**src/rtl/data_mem_arbiter_pkg.sv**
```systemverilog
// data_mem_arbiter_pkg: shared widths, rw_flag encodings and FSM states for data_mem_arbiter.
`ifndef Addr_Width
`define Addr_Width 32
`endif
`ifndef Data_Width
`define Data_Width 32
`endif
package data_mem_arbiter_pkg;
    localparam logic [1:0] RW_READ  = 2'b10;
    localparam logic [1:0] RW_WRITE = 2'b01;
    typedef enum logic [1:0] {
        IDLE  = 2'd0,
        ISSUE = 2'd1,
        WAIT  = 2'd2
    } state_t;
endpackage

```
**src/rtl/mem_arb_pick.sv**
```systemverilog
// mem_arb_pick: combinational winner select between load and store requests.
module mem_arb_pick (
    input  logic ld_req,
    input  logic st_req,
    input  logic prefer_st,
    output logic pick_ld,
    output logic pick_st
);
    assign pick_st = st_req && (!ld_req || prefer_st);
    assign pick_ld = ld_req && !pick_st;
endmodule

```
**src/rtl/data_mem_arbiter.sv**
```systemverilog
// data_mem_arbiter: serializes load and store-commit accesses onto the single-port data memory.
// MEM_ARB_RR_EN selects round-robin tie-breaking; otherwise a store always wins a tie.
`ifndef Addr_Width
`define Addr_Width 32
`endif
`ifndef Data_Width
`define Data_Width 32
`endif
module data_mem_arbiter
    import data_mem_arbiter_pkg::*;
#(
    parameter int TAG_W = 3
) (
    input  logic                   clk,
    input  logic                   rst,
    input  logic                   ld_req,
    input  logic [`Addr_Width-1:0] ld_addr,
    input  logic [TAG_W-1:0]       ld_tag,
    output logic                   ld_grant,
    output logic                   ld_done,
    output logic [`Data_Width-1:0] ld_data,
    output logic [TAG_W-1:0]       ld_tag_out,
    input  logic                   st_req,
    input  logic [`Addr_Width-1:0] st_addr,
    input  logic [`Data_Width-1:0] st_data,
    input  logic [3:0]             st_mask,
    output logic                   st_grant,
    output logic                   st_done,
    input  logic                   mem_free,
    input  logic                   mem_read_valid,
    input  logic [`Data_Width-1:0] mem_o_data,
    output logic [1:0]             mem_rw_flag,
    output logic [`Addr_Width-1:0] mem_addr,
    output logic [`Data_Width-1:0] mem_i_data,
    output logic [3:0]             mem_mask,
    output logic                   busy
);
    state_t           state;
    logic             op_ld;
    logic [TAG_W-1:0] tag_q;
    logic             prefer_st;
    logic             pick_ld;
    logic             pick_st;

    mem_arb_pick u_pick (
        .ld_req   (ld_req),
        .st_req   (st_req),
        .prefer_st(prefer_st),
        .pick_ld  (pick_ld),
        .pick_st  (pick_st)
    );

    assign ld_grant = (state == IDLE) && mem_free && pick_ld;
    assign st_grant = (state == IDLE) && mem_free && pick_st;

`ifdef MEM_ARB_RR_EN
    // After a load the store side is preferred next, and vice versa.
    always_ff @(posedge clk) begin
        if (!rst)
            prefer_st <= 1'b1;
        else if (ld_grant || st_grant)
            prefer_st <= ld_grant;
    end
`else
    assign prefer_st = 1'b1;
`endif

    always_ff @(posedge clk) begin
        if (!rst) begin
            state       <= IDLE;
            busy        <= 1'b0;
            op_ld       <= 1'b0;
            tag_q       <= '0;
            ld_done     <= 1'b0;
            st_done     <= 1'b0;
            ld_data     <= '0;
            ld_tag_out  <= '0;
            mem_rw_flag <= 2'b00;
            mem_addr    <= '0;
            mem_i_data  <= '0;
            mem_mask    <= 4'b0;
        end else begin
            ld_done     <= 1'b0;
            st_done     <= 1'b0;
            mem_rw_flag <= 2'b00;
            case (state)
                IDLE: if (ld_grant || st_grant) begin
                    state       <= ISSUE;
                    busy        <= 1'b1;
                    op_ld       <= ld_grant;
                    tag_q       <= ld_tag;
                    mem_rw_flag <= ld_grant ? RW_READ : RW_WRITE;
                    mem_addr    <= ld_grant ? ld_addr : st_addr;
                    mem_i_data  <= ld_grant ? '0 : st_data;
                    mem_mask    <= ld_grant ? 4'b0 : st_mask;
                end
                ISSUE: state <= WAIT;
                WAIT: if (mem_free && (mem_read_valid || !op_ld)) begin
                    state   <= IDLE;
                    busy    <= 1'b0;
                    ld_done <= op_ld;
                    st_done <= !op_ld;
                    if (op_ld) begin
                        ld_data    <= mem_o_data;
                        ld_tag_out <= tag_q;
                    end
                end
                default: begin
                    state <= IDLE;
                    busy  <= 1'b0;
                end
            endcase
        end
    end
endmodule
```
**config.mk**
```make
export PLATFORM = sky130hd
export DESIGN_NAME = data_mem_arbiter
export DESIGN_NICKNAME = d
export VERILOG_FILES = /design/src/rtl/data_mem_arbiter_pkg.sv /design/src/rtl/mem_arb_pick.sv /design/src/rtl/data_mem_arbiter.sv
export SDC_FILE = /design/constraint.sdc
export NUM_CORES = 1
export LEC_CHECK = 0
export ABC_AREA = 0
export CORE_ASPECT_RATIO = 1.25
export CORE_MARGIN = 3
export CORE_UTILIZATION = 36
export CTS_BUF_LIST = sky130_fd_sc_hd__clkbuf_2
export CTS_CLUSTER_SIZE = 16
export DETAILED_ROUTE_END_ITERATION = 16
export PLACE_DENSITY_LB_ADDON = 0.05
export SLEW_MARGIN = 20
export SYNTH_ARGS = -nofsm -noshare
export SYNTH_HDL_FRONTEND = slang
export SYNTH_SLANG_ARGS = --single-unit
```
**constraint.sdc**
```tcl
create_clock -name clk -period 1.45 [get_ports clk]
set_input_delay 0.3625 -clock clk [delete_from_list [all_inputs] [get_ports clk]]
set_output_delay 0.3625 -clock clk [all_outputs]
set_load 0.05 [all_outputs]
```
==> results.json <==
{
  "outcome": "complete, but fails checks",
  "violations": "negative setup slack",
  "hold_violations": 0,
  "seq_area_frac_synth": 0.508,
  "drt-total-wl_um": 15600,
  "areaGrowthSynthToFinish_pct": 110,
  "async_flop_share": 0,
  "drtPass1Iterations": 4,
  "initial_utilization": 0.370,
  "cts.reportedPaths.clkPinSlew_ns": 0.18,
  "cp.arrival_ns": 1.60,
  "num_vias": 4352,
  "dp_slack_ns": -0.769,
  "synth_edf_count": 0,
  "drive_gt1_frac": 0.522,
  "io_pins": 251,
  "rows": 45,
  "cp_max_fo": 3,
  "gp_congestion": 0.734,
  "slew_viol_final": 0,
  "grt_pass1_wl_um": 23900,
  "htreeDepth": 4,
  "crit_path_start_kind": "register",
  "max_stage_delay_ns": 0.37,
  "clock_path_buffers": 2,
  "cap_violations": 0,
  "remaining_drc_errors": 0,
  "synth_nets": 533,
  "io_buffers": 250,
  "dp_hpwl_um": 10700,
  "synth_largest_area_cell": "dfxtp_1",
  "hold_slack_ns": 0.239,
  "grt_max_degree": 88,
  "ys_warn_count": 0,
  "dieArea_um2": 13900,
  "synth_area_um2": 4490,
  "crit_type": "reg -> out",
  "p_per_area_nw_per_um2": 927,
  "synth_top_area_share": 0.508,
  "drt_iter0_drc": 228,
  "final_antenna_net_count": 0,
  "cts_tree": "yes",
  "root_buffer": "clkbuf_2",
  "vdd_drop_max_uv": 559,
  "viasPerCell": 4.93,
  "synth_flop_cell": "dfxtp_1",
  "numCtsBuffers": 17,
  "setup_viol": 130,
  "fp.dieW_um": 106,
  "fin_crit_ns": 1.96,
  "critPathRequiredTime_ns": 1.09,
  "holdCritPathClass": "in -> reg",
  "synth_seq_cells": 114,
  "diodes": 0,
  "tightest_slew_ns": 0.418,
  "fin_crit_sh": 1.35,
  "clkLatencyLatePin_ns": 0.65,
  "ys_types": 37,
  "synth_area_leaders": "dfxtp_1, a2bb2oi_2, mux2i_1, a22o_1, nand2_1",
  "synth_cells": 392,
  "clock_sink_count": 114,
  "antenna_found_initial": 0,
  "nets": 847,
  "fp.coreArea_um2": 12200,
  "slowest_stage": "dfxtp_2",
  "rsz0062_at_grt": "yes",
  "wl_per_cell_um": 17.6,
  "worst_slack_ns": -0.512,
  "overflow": 0,
  "die_h_um": 131,
  "slew_headroom": 0.722,
  "cp_cell_sequence": "nor3b_4 > nand2_2 > nor2_4 > buf_12",
  "grt_pass1_vias": 4465,
  "power.leakage_nw": 3.71,
  "grt.total_usage": 0.221,
  "cp-end-kind": "primary output",
  "synth_area_per_cell_um2": 11.5,
  "timing.fmax_ghz": 0.510,
  "skew_ns": 0.0273
}
[per-layer routing]
| metal | routed length (um) | track usage | vias up |
|---|---|---|---|
| met3 | 1120 | 0.0835 | 16 |
| li1 | - | - | 2082 |
| met4 | 202 | 0.0648 | 0 |
| met1 | 5980 | 0.249 | 2096 |
| met5 | 0 | 0 | - |
| met2 | 8280 | 0.391 | 158 |
[synthesized netlist by cell type (3+ instances only)]
cell type / count
mux2i_1: 38
a22o_1: 36
clkbuf_1: 5
nor2_1: 3
buf_4: 6
nand2b_1: 3
o221ai_1: 31
dlygate4sd1_1: 8
dfxtp_1: 114
buf_12: 3
nand2_1: 76
inv_1: 4
buf_2: 6
a2bb2oi_2: 30
buf_6: 3
[sequential cells by signal (all words and copies together) (netlist names)]
name	cells
busy	1
ld_data	32
ld_done	1
ld_tag_out	3
mem_addr	32
mem_i_data	32
mem_mask	4
mem_rw_flag	2
op_ld	1
st_done	1
state	2
tag_q	3
[layout make-up]
| cell class | count | area [um^2] |
|---|---|---|
| Clock inverter | 15 | 190 |
| Multi-Input combinational cell | 239 | 1950 |
| Tap cell | 164 | 205 |
| Timing Repair Buffer | 330 | 4580 |
| Fill cell | 776 | 2710 |
| Inverter | 4 | 15.0 |
| Clock buffer | 17 | 85.1 |
| Sequential cell | 114 | 2430 |
[layout by cell type (no fill, tap or decap), types with 2 or more instances in the layout]
master,instances
a21oi_1,2
a21oi_4,2
a22o_1,36
a2bb2oi_2,30
buf_12,126
buf_16,6
buf_4,51
buf_6,6
bufinv_16,4
clkbuf_16,2
clkbuf_2,17
clkdlybuf4s50_1,139
clkinv_1,2
clkinv_2,3
clkinvlp_4,4
dfxtp_1,4
dfxtp_2,105
dfxtp_4,5
inv_1,4
mux2i_1,38
nand2_1,75
nand2b_1,2
nor2_1,2
nor3_1,2
o221ai_1,31
[what timing repair did]
item                                    4_1_cts  5_1_grt
gates resized for setup                     129        7
pin swaps                                    26        5
endpoints found under the setup margin      202      212
hold endpoints to repair                      0        0
gates cloned                                  7        2
hold buffers                                  0        0
setup buffers                                42        8
[power breakdown]
group | switching [mW] | internal, mW | total (mW)
clock network | 1.27 | 1.12 | 2.38
registers | 0.195 | 3.35 | 3.55
logic | 1.20 | 1.64 | 2.83
total | 2.66 | 6.10 | 8.76
[per-stage QoR]
stage / power (mW) / utilization / instance area [um^2] / std cells / setup TNS (ns)
after CTS: 8.78 / 0.765 / 9310 / 875 / -20.48
after detailed placement: 6.01 / 0.683 / 8310 / 795 / -65.86
after floorplan: 4.68 / - / 4510 / 392 / -0.0125
after global routing: 9.11 / 0.778 / 9460 / 883 / -25.42
after global placement: 5.97 / 0.683 / 8310 / 795 / -64.95
final: 8.76 / 0.778 / 9460 / 883 / -10.38
[kinds of logic after synthesis]
| logic type | after synthesis | share of synthesized area |
|---|---|---|
| simple gates | 94 | 0.0913 |
| compound gates | 106 | 0.248 |
| flops | 114 | 0.508 |
| mux | 38 | 0.0846 |
| buf+inv | 40 | 0.0685 |
[path summary, 6_finish.rpt]
path	cells past startpoint	slack [ns]	startpoint	endpoint
worst max register to register	7	-0.04	state[0]	mem_addr[20]
worst min register to register	2	0.48	tag_q[0]	ld_tag_out[0]
worst max-delay path	4	-0.51	state[0]	ld_grant
worst min-delay path	3	0.24	mem_o_data[8]	ld_data[8]
[critical path: cells and delay by family (launching register included)]
family,cells,cell delay [ns]
simple gates,3,0.46
flops,1,0.37
buf+inv,1,0.14
(Power assumes the default switching activity.)
